**src/rtl/uart_cmd_pkg.sv**
```systemverilog
// ----------------------------------------------------------------------------
// uart_cmd_pkg: opcodes, FSM states and status bit indices for uart_cmd_engine
// Rev 1.0
// ----------------------------------------------------------------------------
`default_nettype none

package uart_cmd_pkg;

  localparam logic [7:0] OP_WR_BASE = 8'h70;  // 'p' + slot
  localparam logic [7:0] OP_RD_BASE = 8'h50;  // 'P' + slot
  localparam logic [7:0] OP_START   = 8'h45;  // 'E'
  localparam logic [7:0] OP_RESULT  = 8'h40;  // '@'
  localparam logic [7:0] OP_PING    = 8'h41;  // 'A'
  localparam logic [7:0] OP_STATUS  = 8'h3F;  // '?'

  typedef enum logic [1:0] {
    ST_IDLE = 2'd0,
    ST_DEC  = 2'd1,
    ST_RESP = 2'd2
  } state_t;

  localparam int STAT_RESULT_VALID = 0;
  localparam int STAT_ERR_FRAME    = 1;
  localparam int STAT_ERR_TIMEOUT  = 2;
  localparam int STAT_ERR_BUSY     = 3;
  localparam int STAT_ERR_OVERRUN  = 4;
  localparam int STAT_BUSY         = 5;

  // Byte i of the ping string "123456789012345678", zero beyond its end
  function automatic logic [7:0] ping_byte(input int i);
    if (i < 18) return 8'h30 + 8'(((i % 10) + 1) % 10);
    else        return 8'h00;
  endfunction

endpackage

`default_nettype wire

```
**src/rtl/uart_cmd_frame_check.sv**
```systemverilog
// ----------------------------------------------------------------------------
// uart_cmd_frame_check: trailer generation/check; UART_CMD_CHECKSUM_EN selects XOR trailer
// Rev 1.0
// ----------------------------------------------------------------------------
`default_nettype none

module uart_cmd_frame_check #(
  parameter int PAYLOAD_BYTES = 16
) (
  input  logic [(PAYLOAD_BYTES+1)*8-1:0] body,
  input  logic [7:0]                     trailer_in,
  output logic [7:0]                     trailer_gen,
  output logic                           trailer_ok
);

`ifdef UART_CMD_CHECKSUM_EN
  always_comb begin
    trailer_gen = 8'h00;
    for (int i = 0; i < PAYLOAD_BYTES + 1; i++) begin
      trailer_gen = trailer_gen ^ body[i*8 +: 8];
    end
  end
`else
  // Legacy framing repeats the header; payload does not contribute
  logic w_payload_unused;
  assign w_payload_unused = ^body[PAYLOAD_BYTES*8-1:0];
  assign trailer_gen      = body[PAYLOAD_BYTES*8 +: 8];
`endif

  assign trailer_ok = (trailer_in == trailer_gen);

endmodule

`default_nettype wire

```
**src/rtl/uart_cmd_engine.sv**
```systemverilog
// ----------------------------------------------------------------------------
// uart_cmd_engine: RX frame decoder, operand slots, coprocessor run/watchdog, TX responses
// Rev 1.0   (UART_CMD_CHECKSUM_EN selects XOR trailers, otherwise trailer = header)
// ----------------------------------------------------------------------------
`default_nettype none

module uart_cmd_engine
  import uart_cmd_pkg::*;
#(
  parameter int PAYLOAD_BYTES  = 16,
  parameter int NUM_SLOTS      = 2,
  parameter int TIMEOUT_CYCLES = 4096
) (
  input  logic                                clk,
  input  logic                                reset,
  input  logic                                frame_valid,
  input  logic [(PAYLOAD_BYTES+2)*8-1:0]      frame_data,
  output logic                                tx_valid,
  input  logic                                tx_ready,
  output logic [(PAYLOAD_BYTES+2)*8-1:0]      tx_data,
  output logic [NUM_SLOTS*PAYLOAD_BYTES*8-1:0] slots_out,
  output logic                                cop_start,
  input  logic                                cop_done,
  input  logic [PAYLOAD_BYTES*8-1:0]          cop_result,
  output logic                                busy,
  output logic                                err_any
);

  localparam int FRAME_BYTES = PAYLOAD_BYTES + 2;
  localparam int PB          = PAYLOAD_BYTES * 8;
  localparam int FB          = FRAME_BYTES * 8;
  localparam int CW          = $clog2(TIMEOUT_CYCLES);

  state_t                r_state, w_next;
  logic [FB-1:0]         r_frame;
  logic [NUM_SLOTS*PB-1:0] r_slots;
  logic [PB-1:0]         r_result;
  logic                  r_result_valid, r_busy, r_cop_start;
  logic [CW-1:0]         r_cnt;
  logic                  r_err_frame, r_err_timeout, r_err_busy, r_err_overrun;
  logic [7:0]            r_drop_cnt, r_frame_cnt;
  logic                  r_tx_valid;
  logic [FB-1:0]         r_tx_data;

  logic [7:0]    w_header;
  logic [PB-1:0] w_payload;
  logic [2:0]    w_slot_idx;
  logic          w_slot_ok, w_is_wr, w_is_rd, w_rx_ok;
  logic          w_wr_en, w_start_en, w_busy_err, w_frame_err, w_resp_en, w_status_clr, w_drop;
  logic [PB-1:0] w_resp_payload, w_ping, w_status;
  logic [7:0]    w_stat0, w_tx_trailer;
  logic          w_tx_chk_unused;

  assign w_header   = r_frame[FB-1 -: 8];
  assign w_payload  = r_frame[8 +: PB];
  assign w_slot_idx = w_header[2:0];
  assign w_slot_ok  = ({1'b0, w_slot_idx} < 4'(NUM_SLOTS));
  assign w_is_wr    = (w_header[7:3] == OP_WR_BASE[7:3]) && w_slot_ok;
  assign w_is_rd    = (w_header[7:3] == OP_RD_BASE[7:3]) && w_slot_ok;
  assign w_drop     = frame_valid && (r_state != ST_IDLE);

  uart_cmd_frame_check #(.PAYLOAD_BYTES(PAYLOAD_BYTES)) u_rx_check (
    .body        (r_frame[FB-1:8]),
    .trailer_in  (r_frame[7:0]),
    .trailer_gen (),
    .trailer_ok  (w_rx_ok)
  );

  uart_cmd_frame_check #(.PAYLOAD_BYTES(PAYLOAD_BYTES)) u_tx_gen (
    .body        ({w_header, w_resp_payload}),
    .trailer_in  (8'h00),
    .trailer_gen (w_tx_trailer),
    .trailer_ok  (w_tx_chk_unused)
  );

  always_comb begin
    w_ping = '0;
    for (int i = 0; i < PAYLOAD_BYTES; i++) begin
      w_ping[(PAYLOAD_BYTES-1-i)*8 +: 8] = ping_byte(i);
    end
  end

  always_comb begin
    w_stat0                    = '0;
    w_stat0[STAT_RESULT_VALID] = r_result_valid;
    w_stat0[STAT_ERR_FRAME]    = r_err_frame;
    w_stat0[STAT_ERR_TIMEOUT]  = r_err_timeout;
    w_stat0[STAT_ERR_BUSY]     = r_err_busy;
    w_stat0[STAT_ERR_OVERRUN]  = r_err_overrun;
    w_stat0[STAT_BUSY]         = r_busy;
    w_status                   = '0;
    w_status[PB-1  -: 8]       = w_stat0;
    w_status[PB-9  -: 8]       = r_drop_cnt;
    w_status[PB-17 -: 8]       = r_frame_cnt;
  end

  always_ff @(posedge clk) begin
    if (reset) r_state <= ST_IDLE;
    else       r_state <= w_next;
  end

  always_comb begin
    w_next         = r_state;
    w_wr_en        = 1'b0;
    w_start_en     = 1'b0;
    w_busy_err     = 1'b0;
    w_frame_err    = 1'b0;
    w_resp_en      = 1'b0;
    w_status_clr   = 1'b0;
    w_resp_payload = '0;
    case (r_state)
      ST_IDLE: if (frame_valid) w_next = ST_DEC;
      ST_DEC: begin
        if (!w_rx_ok) begin
          w_frame_err = 1'b1;
        end else if (w_is_wr) begin
          w_wr_en = 1'b1;
        end else if (w_is_rd) begin
          w_resp_en      = 1'b1;
          w_resp_payload = r_slots[int'(w_slot_idx)*PB +: PB];
        end else if (w_header == OP_START) begin
          if (r_busy) w_busy_err = 1'b1;
          else        w_start_en = 1'b1;
        end else if (w_header == OP_RESULT) begin
          w_resp_en      = 1'b1;
          w_resp_payload = r_result;
        end else if (w_header == OP_PING) begin
          w_resp_en      = 1'b1;
          w_resp_payload = w_ping;
        end else if (w_header == OP_STATUS) begin
          w_resp_en      = 1'b1;
          w_resp_payload = w_status;
          w_status_clr   = 1'b1;
        end else begin
          w_frame_err = 1'b1;
        end
        w_next = w_resp_en ? ST_RESP : ST_IDLE;
      end
      ST_RESP: if (tx_ready) w_next = ST_IDLE;
      default: w_next = ST_IDLE;
    endcase
  end

  always_ff @(posedge clk) begin
    if (reset) begin
      r_frame <= '0;        r_slots <= '0;         r_result <= '0;
      r_result_valid <= 1'b0; r_busy <= 1'b0;      r_cop_start <= 1'b0;
      r_cnt <= '0;          r_err_frame <= 1'b0;   r_err_timeout <= 1'b0;
      r_err_busy <= 1'b0;   r_err_overrun <= 1'b0; r_drop_cnt <= '0;
      r_frame_cnt <= '0;    r_tx_valid <= 1'b0;    r_tx_data <= '0;
    end else begin
      if (r_state == ST_IDLE && frame_valid) begin
        r_frame     <= frame_data;
        r_frame_cnt <= r_frame_cnt + 8'd1;
      end
      if (w_resp_en) begin
        r_tx_valid <= 1'b1;
        r_tx_data  <= {w_header, w_resp_payload, w_tx_trailer};
      end else if (r_tx_valid && tx_ready) begin
        r_tx_valid <= 1'b0;
      end
      for (int n = 0; n < NUM_SLOTS; n++) begin
        if (w_wr_en && w_slot_idx == 3'(n)) r_slots[n*PB +: PB] <= w_payload;
      end
      // Clears come first so that a flag raised in the same cycle survives
      if (w_status_clr) begin
        r_err_frame <= 1'b0; r_err_timeout <= 1'b0; r_err_busy <= 1'b0;
        r_err_overrun <= 1'b0; r_drop_cnt <= '0;
      end
      r_cop_start <= w_start_en;
      if (w_start_en) begin
        r_busy <= 1'b1; r_cnt <= '0; r_result_valid <= 1'b0;
      end else if (r_busy) begin
        if (cop_done) begin
          r_result <= cop_result; r_result_valid <= 1'b1; r_busy <= 1'b0;
        end else if (r_cnt == CW'(TIMEOUT_CYCLES - 1)) begin
          r_err_timeout <= 1'b1; r_busy <= 1'b0;
        end else begin
          r_cnt <= r_cnt + 1'b1;
        end
      end
      if (w_frame_err) r_err_frame <= 1'b1;
      if (w_busy_err)  r_err_busy  <= 1'b1;
      if (w_drop) begin
        r_err_overrun <= 1'b1;
        r_drop_cnt    <= w_status_clr ? 8'd1 :
                         (r_drop_cnt == 8'hFF) ? 8'hFF : r_drop_cnt + 8'd1;
      end
    end
  end

  assign tx_valid  = r_tx_valid;
  assign tx_data   = r_tx_data;
  assign slots_out = r_slots;
  assign cop_start = r_cop_start;
  assign busy      = r_busy;
  assign err_any   = r_err_frame | r_err_timeout | r_err_busy | r_err_overrun;

endmodule

`default_nettype wire

```
**config.mk**
```make
export PLATFORM = sky130hd
export DESIGN_NAME = uart_cmd_engine
export DESIGN_NICKNAME = d
export VERILOG_FILES = /design/src/rtl/uart_cmd_pkg.sv /design/src/rtl/uart_cmd_frame_check.sv /design/src/rtl/uart_cmd_engine.sv
export SDC_FILE = /design/constraint.sdc
export NUM_CORES = 2
export LEC_CHECK = 0
export BUFFER_PORTS_ARGS = -buffer_cell sky130_fd_sc_hd__buf_2
export CORE_MARGIN = 8
export CORE_UTILIZATION = 45
export CTS_BUF_LIST = sky130_fd_sc_hd__clkbuf_2
export CTS_CLUSTER_DIAMETER = 30
export CTS_CLUSTER_SIZE = 25
export DETAILED_ROUTE_END_ITERATION = 10
export GPL_TIMING_DRIVEN = 1
export MAX_ROUTING_LAYER = met4
export PLACE_DENSITY = 0.65
export SLEW_MARGIN = 5
export SYNTH_ARGS = -nofsm -noshare
export SYNTH_HDL_FRONTEND = slang
export SYNTH_SLANG_ARGS = --single-unit
export TNS_END_PERCENT = 20
```
**constraint.sdc**
```tcl
create_clock -name clk -period 3.1 [get_ports clk]
set_input_delay 0.155 -clock clk [delete_from_list [all_inputs] [get_ports clk]]
set_output_delay 0.155 -clock clk [all_outputs]
set_load 0.02 [all_outputs]
```
==> flow_metrics.py, run 1 <==
metrics = {
    "status": {
        "status": "aborted with a tool error",
        "last-stage-reached": "clock tree synthesis",
        "error_line": "[ERROR RSZ-0060] Max buffer count reached.",
    },
    "yosys": {
        "syn-cell-area_um2": 28000,
        "synth-edff-count": 0,
        "synth_cell_type_count": 55,
        "async_flop_share_pct": 0,
        "netlist_instances": 3302,
        "synth_flop_cell": "sky130_fd_sc_hd__dfxtp_1",
        "postSynthRegisterBits": 702,
        "syn_avg_cell_area_um2": 8.49,
        "number_of_warnings_reported_in_the_yosys_synthesis_log": 0,
        "synth_seq_area_share_pct": 50.1,
        "synth_fp_nets": 3582,
    },
    "clock_network": {
        "clock_sinks": 702,
        "clock_tree.root_cell": "sky130_fd_sc_hd__clkbuf_2",
        "cells_resized_by_post_cts_repair": 0,
        "cts.path.max_buffers": 3,
        "tritoncts.num_buffers": 141,
        "cts_hold_repair.buffers": 975,
        "post-cts-setup-buffer-count": 0,
        "htreeDepth": 4,
    },
    "placement": {
        "port-buffer-count": 680,
        "place_hpwl_um": 68900,
        "gp_congestion": 0.875,
    },
    "floorplanning": {
        "start_util_pct": 45.4,
        "rows": 91,
        "pin_count": 681,
        "die_height_um": 266,
        "die-width_um": 266,
    },
}
==> cell usage after synthesis, drive strengths merged (2+ instances only) <==
cell type | n | area (µm²)
nand2 | 1212 | 4550
dfxtp | 702 | 14100
a21oi | 606 | 3780
clkbuf | 194 | 728
o2bb2ai | 107 | 937
mux2i | 81 | 811
buf | 77 | 756
o22ai | 57 | 357
mux2 | 48 | 541
nor2 | 42 | 158
o21ai | 24 | 120
nand4 | 15 | 93.8
xor2 | 13 | 114
xnor2 | 12 | 105
a22oi | 11 | 82.6
a22o | 10 | 87.6
nand3 | 10 | 50.1
o221ai | 10 | 87.6
nor4 | 8 | 71.3
and4 | 6 | 52.6
and3 | 5 | 31.3
nand2b | 5 | 31.3
a311oi | 4 | 35.0
nor3 | 4 | 31.3
or4 | 4 | 33.8
ha | 3 | 37.5
inv | 3 | 11.3
nor3b | 3 | 22.5
a222oi | 2 | 20.0
a41oi | 2 | 17.5
and2 | 2 | 12.5
nand4b | 2 | 17.5
nor4b | 2 | 47.6
o2111a | 2 | 22.5
o31ai | 2 | 15.0
or3b | 2 | 17.5
==> per-stage QoR <==
step	std cells	worst slack (ns)	cell area [µm²]	hold WS, ns
after floorplan	3302	0.883	28000	0.291
after global placement	4605	0.595	31900	0.396
after detailed placement	4605	0.565	31900	0.401
==> kinds of logic after synthesis <==
logic type	after synthesis	share of synthesized area (%)
buffers and inverters	275	5.35
and+or+nand+nor	1326	18.7
adders and majority gates	3	0.134
xor gates and xnor gates	25	0.781
muxes	129	4.82
DFF	702	50.1
AOI/OAI and AO/OA	842	20.1
==> run 2: changes to the inputs <==
--- a/config.mk
+++ b/config.mk
@@ -7,14 +7,10 @@
 export LEC_CHECK = 0
 export BUFFER_PORTS_ARGS = -buffer_cell sky130_fd_sc_hd__buf_2
 export CORE_MARGIN = 8
-export CORE_UTILIZATION = 45
-export CTS_BUF_LIST = sky130_fd_sc_hd__clkbuf_2
-export CTS_CLUSTER_DIAMETER = 30
-export CTS_CLUSTER_SIZE = 25
+export CORE_UTILIZATION = 30
 export DETAILED_ROUTE_END_ITERATION = 10
 export GPL_TIMING_DRIVEN = 1
-export MAX_ROUTING_LAYER = met4
-export PLACE_DENSITY = 0.65
+export PLACE_DENSITY_LB_ADDON = 0.15
 export SLEW_MARGIN = 5
 export SYNTH_ARGS = -nofsm -noshare
 export SYNTH_HDL_FRONTEND = slang
==> flow_metrics.py, run 2 <==
metrics = {
    "final_layout": {
        "leading_cell_type_in_the_layout_fill_and_taps_excluded": "sky130_fd_sc_hd__nand2_1",
        "max_ffs_per_register": 256,
        "layout.cells.most_common_list": "1,211 x sky130_fd_sc_hd__nand2_1, 701 x sky130_fd_sc_hd__dfxtp_1, 679 x sky130_fd_sc_hd__buf_2",
        "fin_nets": 4430,
        "fillerInstances": 9617,
        "postLayoutCellArea_um2": 38200,
        "areaGrowthSynthToFinish_pct": 36.2,
        "fraction_of_final_layout_cells_with_drive_strength_greater_than_1_pct": 27.2,
    },
    "yosys": {
        "netlist_instances": 3302,
        "synth_cell_type_count": 55,
        "post-synth-top-area-fraction_pct": 50.1,
        "synth_most_common_cell": "sky130_fd_sc_hd__nand2_1",
        "synthTopCellsByArea": "sky130_fd_sc_hd__dfxtp_1 50%, sky130_fd_sc_hd__nand2_1 16%, sky130_fd_sc_hd__a21oi_1 7.2%, sky130_fd_sc_hd__a21oi_2 6.2%, sky130_fd_sc_hd__o2bb2ai_1 3.3%",
        "syn_avg_cell_area_um2": 8.49,
        "synth_top_cells_by_count": "1,212 x sky130_fd_sc_hd__nand2_1, 702 x sky130_fd_sc_hd__dfxtp_1, 406 x sky130_fd_sc_hd__a21oi_1",
        "synth_seq_area_share_pct": 50.1,
        "synth-edff-count": 0,
        "syn-cell-area_um2": 28000,
        "synth_fp_nets": 3582,
        "number_of_warnings_reported_in_the_yosys_synthesis_log": 0,
        "yosysTopAreaCell": "sky130_fd_sc_hd__dfxtp_1",
        "async_flop_share_pct": 0,
        "synth_flop_cell": "sky130_fd_sc_hd__dfxtp_1",
        "postSynthRegisterBits": 702,
    },
    "route": {
        "drt-initial-drc-count": 1688,
        "viasPerCell": 4.84,
        "routed_antenna_nets": 0,
        "routedWlPerCell_um": 21.9,
        "drt-total-wl_um": 120000,
        "vias_after_detailed_routing": 26510,
        "drc": 0,
        "dr.pass1.iters": 6,
    },
    "timing": {
        "clock.fmax_ghz": 0.367,
        "slew_headroom_pct": 27.5,
        "grt_setup_unrepaired": "false",
        "final_max_slew_viol_count": 0,
        "setup_viol": 0,
        "tns_ns": 0,
        "worst_pin_slew_ns": 1.09,
        "layout_worst_path_cycle_share_pct": 87.8,
        "report.final.hold_viol_count": 0,
        "post-route-min-period_ns": 2.72,
        "timing.clock.skew_ns": 0.0223,
    },
    "setup_path": {
        "setup.worst_path.start": "r_frame[142]$_SDFFE_PP0P_",
        "r2r_cells": 6,
        "worst_setup_path_endpoint": "slots_out[61]$_SDFFE_PP0P_",
        "r2r_start": "r_frame[142]$_SDFFE_PP0P_",
        "cp.arrival_ns": 3.27,
        "critical_path_class": "reg2reg",
        "reg2reg_slack_ns": 0.38,
        "cp-end-kind": "register",
        "critical_path.max_fanout": 68,
        "critical_path_required_ns": 3.65,
        "rr_endpoint": "slots_out[61]$_SDFFE_PP0P_",
        "start_kind": "register",
    },
    "placement": {
        "port-buffer-count": 680,
        "gp_congestion": 0.821,
        "place_hpwl_um": 78500,
        "post_dp_cell_area_um2": 32400,
    },
    "hold_path": {
        "min-delay-path-class": "in2reg",
    },
    "clock_network": {
        "htreeDepth": 3,
        "cts_tree": "yes",
        "worstSkewPairLatency_ns": 0.64,
        "clock_sinks": 702,
        "cts.reportedPaths.clkPinSlew_ns": 0.06,
        "cts.path.max_buffers": 3,
        "tritoncts.num_buffers": 84,
        "cells_resized_by_post_cts_repair": 0,
        "clock_tree.root_cell": "sky130_fd_sc_hd__clkbuf_16",
    },
    "global_routing": {
        "largest_net_degree_at_the_start_of_global_routing": 157,
        "global_route.overflow_total": 0,
        "grt_pass1_vias": 26395,
        "antenna_found_initial": 7,
        "grt_usage_pct": 22.2,
        "wire_length_of_the_first_global_routing_pass_um": 177000,
    },
    "power": {
        "sw_frac_of_total_pct": 24.1,
        "power_density_nw_per_um2": 544,
        "worst_ir_drop_vdd_mv": 0.350,
        "cell_internal_pwr_mw": 15.8,
        "sequentialPowerShare_pct": 44.5,
        "power_frac_comb_pct": 6.1,
        "pwr-share-clk_pct": 49.3,
        "p_switching_mw": 5.00,
        "p_leak_nw": 14.5,
    },
    "floorplanning": {
        "die_height_um": 322,
        "die-width_um": 322,
        "pin_count": 681,
        "start_util_pct": 30.1,
        "dieArea_um2": 104000,
        "placeableCoreArea_um2": 93000,
        "rows": 112,
    },
    "flow_run": {
        "max_cap_viol_count": 0,
    },
    "status": {
        "status": "finished clean",
    },
}
[run 2: cell counts after synthesis]
No cell type changed its count.
[run 2: cell type report]
class | instances | area, µm² | area share, %
antenna | 6 | 15.0 | 0.0393
timing repair buffer | 1033 | 7110 | 18.6
tap | 1254 | 1570 | 4.11
inverter | 4 | 15.0 | 0.0393
clock buffer | 112 | 2380 | 6.22
sequential | 702 | 14100 | 36.8
multi-input combinational | 2325 | 12600 | 32.9
clock inverter | 38 | 478 | 1.25
[run 2: per-stage QoR]
step	setup WS, ns	std cells	util, %	hold slack, ns	power, mW
final	0.378	5474	41.0	0.110	20.8
after global routing	0.191	5472	41.0	0.106	21.5
after CTS	0.437	5468	41.0	0.0303	21.1
after detailed placement	0.466	5025	34.8	0.401	10.4
after global placement	0.525	5025	34.8	0.397	10.4
after floorplan	0.883	3302	-	0.291	9.94
[run 2: routing by layer]
metal,vias to the layer above,GRT usage [%],routed length (µm)
met5,-,0,13
met4,2,8.36,4310
met3,185,4.46,6250
met2,733,37.3,57600
met1,12756,27.8,51800
li1,12834,-,-
[run 2: worst min path at each step]
stage	startpoint	to	slack (ns)	cells after the start
finish	frame_valid	r_err_overrun$_SDFFE_PP0P_	0.11	4
global route	frame_valid	r_err_overrun$_SDFFE_PP0P_	0.11	4
CTS	frame_valid	r_err_overrun$_SDFFE_PP0P_	0.03	4
detailed placement	frame_data[79]	r_frame[79]$_SDFFE_PP0P_	0.40	3
global placement	frame_data[56]	r_frame[56]$_SDFFE_PP0P_	0.40	3
floorplan	frame_data[137]	r_frame[137]$_SDFFE_PP0P_	0.29	2
[run 2: critical path: stages, from the launching register on]
cell and delay, ns:
sky130_fd_sc_hd__dfxtp_1 0.50, sky130_fd_sc_hd__or4b_4 0.60, sky130_fd_sc_hd__nor4_1 0.32, sky130_fd_sc_hd__nor4b_4 0.39, sky130_fd_sc_hd__buf_12 0.31, sky130_fd_sc_hd__nand2_1 0.15, sky130_fd_sc_hd__a21oi_2 0.15
[run 2: what timing repair did]
item | in CTS | in global routing
hold endpoints to repair | 299 | 0
buffers inserted | 0 | 0
hold buffers | 293 | 0
[run 2: cells by family after synthesis]
logic type	share of synthesized area (%)
compound gates	20.1
xor+xnor	0.781
fa+ha+maj	0.134
buf+inv	5.35
flops	50.1
mux	4.82
simple gates	18.7
[run 2: power by group through the flow]
stage	Sequential, mW	Clock [mW]	Combinational [mW]
after floorplan	9.41	0	0.535
after global placement	9.44	0	0.981
after detailed placement	9.44	0	0.983
after CTS	9.24	10.5	1.28
after global routing	9.26	10.9	1.37
final	9.25	10.3	1.28
No activity file was read; power rests on OpenSTA's default activity.
